**src/rtl/seq_divider.sv**
```systemverilog
// seq_divider: multi-cycle unsigned restoring divider, one quotient bit per clock.
// Recovers operand factors downstream of the DSP pipeline (e.g. P / A).
//
// Ports:
//   i_clk          rising-edge clock
//   i_rst_n        asynchronous active-low reset
//   i_start        request, sampled on rising edge while idle or done
//   i_dividend     DW-bit unsigned dividend, captured when start is accepted
//   i_divisor      VW-bit unsigned divisor, captured when start is accepted
//   o_busy         high while a division is iterating
//   o_done         one-cycle pulse when results are valid
//   o_div_by_zero  valid with done; high if the captured divisor was 0
//   o_quotient     DW-bit quotient (all ones on divide by zero)
//   o_remainder    VW-bit remainder (0 on divide by zero)
module seq_divider #(
  parameter int DW = 48,
  parameter int VW = 18
) (
  input  logic          i_clk,
  input  logic          i_rst_n,
  input  logic          i_start,
  input  logic [DW-1:0] i_dividend,
  input  logic [VW-1:0] i_divisor,
  output logic          o_busy,
  output logic          o_done,
  output logic          o_div_by_zero,
  output logic [DW-1:0] o_quotient,
  output logic [VW-1:0] o_remainder
);

  localparam int CW = $clog2(DW + 1);

  typedef enum logic [1:0] {S_IDLE, S_RUN, S_DONE} state_t;

  state_t        r_state;
  logic [DW-1:0] r_dvd;    // dividend shift register; quotient bits shift in at the LSB
  logic [VW-1:0] r_dvs;
  logic [VW-1:0] r_rem;    // partial remainder, always < divisor between iterations
  logic [CW-1:0] r_cnt;
  logic          r_busy;
  logic          r_done;
  logic          r_dbz;
  logic [DW-1:0] r_quot;
  logic [VW-1:0] r_remo;

  logic [VW:0]   w_shift_rem;
  logic [VW+1:0] w_trial;
  logic          w_ge;
  logic [VW-1:0] w_rem_next;
  logic [DW-1:0] w_q_next;
  logic          w_dvs_zero;
  logic          w_in_zero;

  // Shifted partial remainder needs VW+1 bits; one more bit carries the borrow.
  assign w_shift_rem = {r_rem, r_dvd[DW-1]};
  assign w_trial     = {1'b0, w_shift_rem} - {2'b00, r_dvs};
  // A non-negative trial is always < divisor, so its top two bits are both zero;
  // a negative trial has the borrow bit set.
  assign w_ge        = (w_trial[VW+1:VW] == 2'b00);
  assign w_rem_next  = w_ge ? w_trial[VW-1:0] : w_shift_rem[VW-1:0];
  assign w_q_next    = {r_dvd[DW-2:0], w_ge};
  assign w_dvs_zero  = (r_dvs == '0);
  assign w_in_zero   = (i_divisor == '0);

  always_ff @(posedge i_clk or negedge i_rst_n) begin
    if (!i_rst_n) begin
      r_state <= S_IDLE;
      r_dvd   <= '0;
      r_dvs   <= '0;
      r_rem   <= '0;
      r_cnt   <= '0;
      r_busy  <= 1'b0;
      r_done  <= 1'b0;
      r_dbz   <= 1'b0;
      r_quot  <= '0;
      r_remo  <= '0;
    end else begin
      case (r_state)
        S_IDLE, S_DONE: begin
          r_done  <= 1'b0;
          r_state <= S_IDLE;
          if (i_start) begin
            r_dvd   <= i_dividend;
            r_dvs   <= i_divisor;
            r_rem   <= '0;
            r_state <= S_RUN;
            // A zero divisor takes a single silent RUN cycle (busy stays low)
            // so its done pulse lands one edge after acceptance.
            r_cnt   <= w_in_zero ? CW'(1) : CW'(DW);
            r_busy  <= !w_in_zero;
          end
        end
        S_RUN: begin
          r_dvd <= w_q_next;
          r_rem <= w_rem_next;
          r_cnt <= r_cnt - CW'(1);
          if (r_cnt == CW'(1)) begin
            r_state <= S_DONE;
            r_done  <= 1'b1;
            r_busy  <= 1'b0;
            r_dbz   <= w_dvs_zero;
            r_quot  <= w_dvs_zero ? '1 : w_q_next;
            r_remo  <= w_dvs_zero ? '0 : w_rem_next;
          end
        end
        default: r_state <= S_IDLE;
      endcase
    end
  end

  assign o_busy        = r_busy;
  assign o_done        = r_done;
  assign o_div_by_zero = r_dbz;
  assign o_quotient    = r_quot;
  assign o_remainder   = r_remo;

endmodule

```
**config.mk**
```make
export PLATFORM = sky130hd
export DESIGN_NAME = seq_divider
export DESIGN_NICKNAME = d
export VERILOG_FILES = /design/src/rtl/seq_divider.sv
export SDC_FILE = /design/constraint.sdc
export NUM_CORES = 1
export LEC_CHECK = 0
export CORE_MARGIN = 3
export CORE_UTILIZATION = 45
export CTS_BUF_LIST = sky130_fd_sc_hd__clkbuf_8
export DETAILED_ROUTE_END_ITERATION = 8
export PLACE_DENSITY = 0.79
export SLEW_MARGIN = 20
export SYNTH_ARGS = -nofsm -noshare
export SYNTH_HDL_FRONTEND = slang
export SYNTH_SLANG_ARGS = --single-unit
```
**constraint.sdc**
```tcl
create_clock -name i_clk -period 5 [get_ports i_clk]
set_input_delay 0.75 -clock i_clk [delete_from_list [all_inputs] [get_ports i_clk]]
set_output_delay 0.75 -clock i_clk [all_outputs]
set_load 0.01 [all_outputs]
```
== Word level (Yosys, flattened, before mapping) ==
Cells that the tools add are included.
W data, S select, Z words.
Storage, ports and cells
  word-level logic and storage cells: 47
  flip-flop bits (word level): 161
  input bits: 69
  output and inout port bits: 69
Operators by class
  reductions and logical operators: 12
  add/subtract/negate cells: 2
  equal/unequal tests: 5
  muxes and demuxes: 18
Operator list (count)
  $mux W48: 2
  $pmux W48 S2: 1
  $mux W18: 3
  $logic_not A18 Y1: 2
  $pmux W18 S2: 1
  $sub A19 B18 Y20: 1
  $mux W6: 2
  $pmux W6 S2: 1
  $reduce_and A2 Y1: 4
  $eq A6 B1 Y1 const B: 1
  $sub A6 B1 Y6 const B: 1
  $logic_not A2 Y1: 2
  $mux W1: 4
  $ne A2 B2 Y1 const B: 2
  $pmux W1 S2: 2
  $pmux W2 S2: 1
  $reduce_and A3 Y1: 1
  $eq A2 B1 Y1 const B: 1
  $eq A2 B2 Y1 const B: 1
  $mux W2: 1
  $reduce_bool A2 Y1: 1
  $reduce_or A2 Y1: 1
  $logic_not A1 Y1: 1

== Logic depth before layout (Yosys ltp) ==
  depth after elaboration: 4
  gate-level depth with buffers: 13
  depth with buffers taken out: 11

== Worst setup path before layout ==
No wires, ideal clock.
  path kind: flip-flop to flip-flop
  from: reg r_dvd[47]
  to: reg r_remo[11] (netlist: o_remainder[11])
  path buffers: 2
  arrival time: 2.622 ns
  library setup time: 0.126 ns
  clock period less this slack: 2.748 ns
  required time: 4.874 ns
  slack: 2.252 ns
  cell stages (with the launch flop): 13
  cell sequence: dfrtp_1 inv_1 ha_1 inv_1 fa_1 a21o_1 a221oi_2 or2_4 o221a_4 nand2_1 buf_2 buf_1 a311o_1
On the way
  cells in the longest elaborated chain, start to end: 4
Ends and longest elaborated chain
  start: declaration: line 36  | logic [DW-1:0] r_dvd;
  start signal: assignment: line 83  | r_dvd <= i_dividend;
  start signal: assignment: line 94  | r_dvd <= w_q_next;
  $sub A19 B18 Y20 (*): line 56  | assign w_trial = {1'b0, w_shift_rem} - {2'b00, r_dvs};
  $logic_not A2 Y1: line 59  | assign w_ge = (w_trial[VW+1:VW] == 2'b00);
  $mux W18 (*): line 60  | assign w_rem_next = w_ge ? w_trial[VW-1:0] : w_shift_rem[VW-1:0];
  $mux W18 (*): line 103  | r_remo <= w_dvs_zero ? '0 : w_rem_next;
  end signal: assignment: line 103
  end: declaration: line 44  | logic [VW-1:0] r_remo;
Every way passes the cells marked *; elsewhere a longest branch is shown, timed or not.
A chain may end at the register's enable or synchronous reset.

== Worst setup path in the final report ==
  from: reg r_dvd[47]
  to: reg r_rem[16]
On the way
  cells in the longest elaborated chain, start to end: 4
Ends and longest elaborated chain
  $sub A19 B18 Y20 (*): line 56
  $logic_not A2 Y1: line 59
  $mux W18 (*): line 60
  $pmux W18 S2 (*): line 78  | case (r_state)
  end signal: assignment: line 95  | r_rem <= w_rem_next;
  end: declaration: line 38  | logic [VW-1:0] r_rem;
Marks and branches as above.

==> flow_summary.toml <==
[sta]
finalHoldViolCount = 0
tightest_slew_ps = 1110
setup_ws_ps = 1380
drv_slew = 0
fin_setup_tns_ps = 0
rsz0062_at_grt = "no"
setup_viol = 0
maxSlewHeadroom_pct = 26.0
fin_skew_ps = 12.7
post-route-min-period_ps = 3620
period_share_pct = 72.3
fmax_mhz = 276

[setup_path]
slowest_stage = "and2_1"
critPathMaxStageDelay_ps = 680
endpoint = "r_rem[16]$_DFFE_PN0P_"
cp_num_buf_inv = 2
worstSetupPathDepth = 11
r2r_end = "r_rem[16]$_DFFE_PN0P_"
cp_max_fo = 22
r2r_cells = 11
cp_data_arrival_time_ps = 3970
worstPathCellList = "inv_1 > ha_1 > inv_1 > fa_1 > a21o_1 > a221oi_2 > or2_4 > o221a_4 > and2_1 > a21oi_1 > a221o_1"
startpoint = "r_dvd[47]$_DFFE_PN0P_"
reg2reg_from = "r_dvd[47]$_DFFE_PN0P_"
endpoint_kind = "flop"
timing.reg2reg.setup_slack_ps = 1380
worst_path_most_repeated_cell = "inv_1"
required_ps = 5350
cpLargestDelayFamily = "compound AO/OA/AOI/OAI gates"
critPathLaunchType = "flop"
path_class = "flop to flop"

[global_routing]
grt_max_degree = 89
grt_busiest_layer = "met2"
grt_use_met2_pct = 34.7
grt_pass1_vias = 6750
grt_pass1_wl_um = 34800
grt_usage_pct = 22.2
antenna_found_initial = 0
grt_overflow = 0
global_route.usage.met1_pct = 28.9
met3_usage_pct = 6.84

[synthesis]
synth_area_leaders = "dfrtp_1 (51%), nand2_1 (7.2%), o22a_1 (5.2%), a22oi_1 (4.6%), ha_1 (3.2%)"
synthArstFlopShare_pct = 100
ys_seq_elements = 161
synth_area_per_cell_um2 = 10.0
synthCells = 782
yosysWarningCount = 0
synthesis.area_mm2 = 0.00786
synth_nets = 872
synth-seq-area-share_pct = 51.3
synthMostInstantiatedCell = "dfrtp_1"
yosysTopAreaCell = "dfrtp_1"
ys.flop_type = "dfrtp_1"
synth_edf_count = 0
yosys-top-cells-count = "dfrtp_1 (161), nand2_1 (151), a22oi_1 (48)"
synth.top_cell.area_share_pct = 51.3
yosysUniqueCellTypes = 64

[routing]
firstDrtPassIters = 5
drcViolationCount = 0
drt_iter0_markers = 497
vias = 6675
drtAntennaViolNets = 0
viasPerCell = 5.97
postRouteWirelength_um = 21200
wire_per_inst_um = 18.9

[cts]
clockRootBuffer = "clkbuf_8"
cts_made_buffers = 17
insertion_delay_ps = 460
cts_tree = "yes"
clk_path_buf_depth = 2
postCtsHoldBufs = 0
cts.clk_slew.worst_paths_ps = 90
ctsHtreeMaxLevel = 4
clock-sinks = 161
post_cts_buffers = 0
ctsResizeCount = 0

[floorplanning]
dieArea_mm2 = 0.0191
die_h_um = 138
core_area_mm2 = 0.0168
start_util_pct = 46.7
rows = 47
ios = 138
die_w_um = 138

[finish]
filler_cell_count = 1496
drive_above_1_share_pct = 6.34
diodes = 0
area_growth_pct = 23.5
fin_util_pct = 57.7
finalNetCount = 976

[place]
place.gp.congestion = 0.897
port_buffers = 137
hpwlAfterDp_um = 14300
dp_slack_ps = 1450

[power_and_ir_drop]
cellLeakagePower_uw = 0.00420
max-vdd-ir-drop_mv = 0.350
p_per_area_mw_per_mm2 = 757

[run_status]
status = "completed"

[min_path]
min_path_type = "primary input to asynchronous set/reset pin"

[run]
drv_cap = 0
[per-stage QoR]
stage	std cells	area [µm²]	total power (µW)	hold slack [ps]
floorplan	782	7860	5120	454
finish	1119	9710	7350	369
global route	1119	9710	7880	404
detailed placement	1087	9340	6410	478
global placement	1087	9340	6320	465
CTS	1119	9710	7340	366
[worst reg2reg max path, cell delays in order (launching register included)]
cell	delay [ps]
dfrtp_1	420
inv_1	120
ha_1	170
inv_1	50
fa_1	400
a21o_1	210
a221oi_2	290
or2_4	210
o221a_4	200
and2_1	680
a21oi_1	340
a221o_1	420
[placed cells by master, fill, tap and decap left out, types with 5 or more instances in the layout]
cell type and n:
xor2_1 6, o211ai_1 14, nor3_1 8, a22oi_1 48
ha_1 20, or4_1 7, a21oi_1 16, nor4_1 20
nand2_1 151, clkinv_4 6, a221o_1 13, xnor2_1 6
o21ai_0 35, inv_1 25, a32oi_1 14, buf_4 9
nand4_1 11, dfrtp_1 161, and3_1 5, o22a_1 47
clkbuf_8 19, nand3_1 19, and2_1 5, nor2_1 21
clkdlybuf4s50_1 136
[power breakdown]
part	internal, µW	switching, µW
combinational	1740	2290
sequential	1920	506
clock	378	520
total	4030	3320
[metal layers]
metal | wire length (µm) | part of all wire [%]
met5 | 0 | 0
met4 | 658 | 3.1
met3 | 1630 | 7.7
met2 | 9790 | 46
met1 | 9120 | 43
[how the worst min path moves through the flow]
stage,end,slack [ps]
2_1_floorplan,o_busy$_DFFE_PN0P_,450
3_3_place_gp,o_done$_DFFE_PN0P_,470
3_5_place_dp,o_done$_DFFE_PN0P_,480
4_1_cts,r_dvs[12]$_DFFE_PN0P_,370
5_1_grt,r_dvs[12]$_DFFE_PN0P_,400
6_report,r_dvs[14]$_DFFE_PN0P_,370
[state kept, by name, indices dropped and copies added, names as in the netlist]
register	cells
o_quotient	48
r_dvd	48
o_remainder	18
r_dvs	18
r_rem	18
r_cnt	6
r_state	2
o_busy	1
o_div_by_zero	1
o_done	1
[layout make-up]
cell class / instances / area [µm²] / area share [%]
sequential: 161 / 4030 / 41.5
multi-input combinational: 535 / 3500 / 36.1
timing repair buffer: 146 / 1440 / 14.8
tap: 220 / 275 / 2.84
clock buffer: 19 / 262 / 2.69
clock inverter: 13 / 105 / 1.08
inverter: 25 / 93.8 / 0.967
[cell families (layout without fill, tap and decap cells)]
logic type	after synthesis	after routing	share of synthesized area, %
AOI/OAI and AO/OA	239	239	24.0
DFF	161	161	51.3
muxes	2	2	0.255
adders and majority gates	21	21	3.44
xor gates and xnor gates	12	12	1.34
buffers and inverters	86	203	4.59
and+or+nand+nor	261	261	15.1
Note: power is estimated with default switching activity, not from simulation.
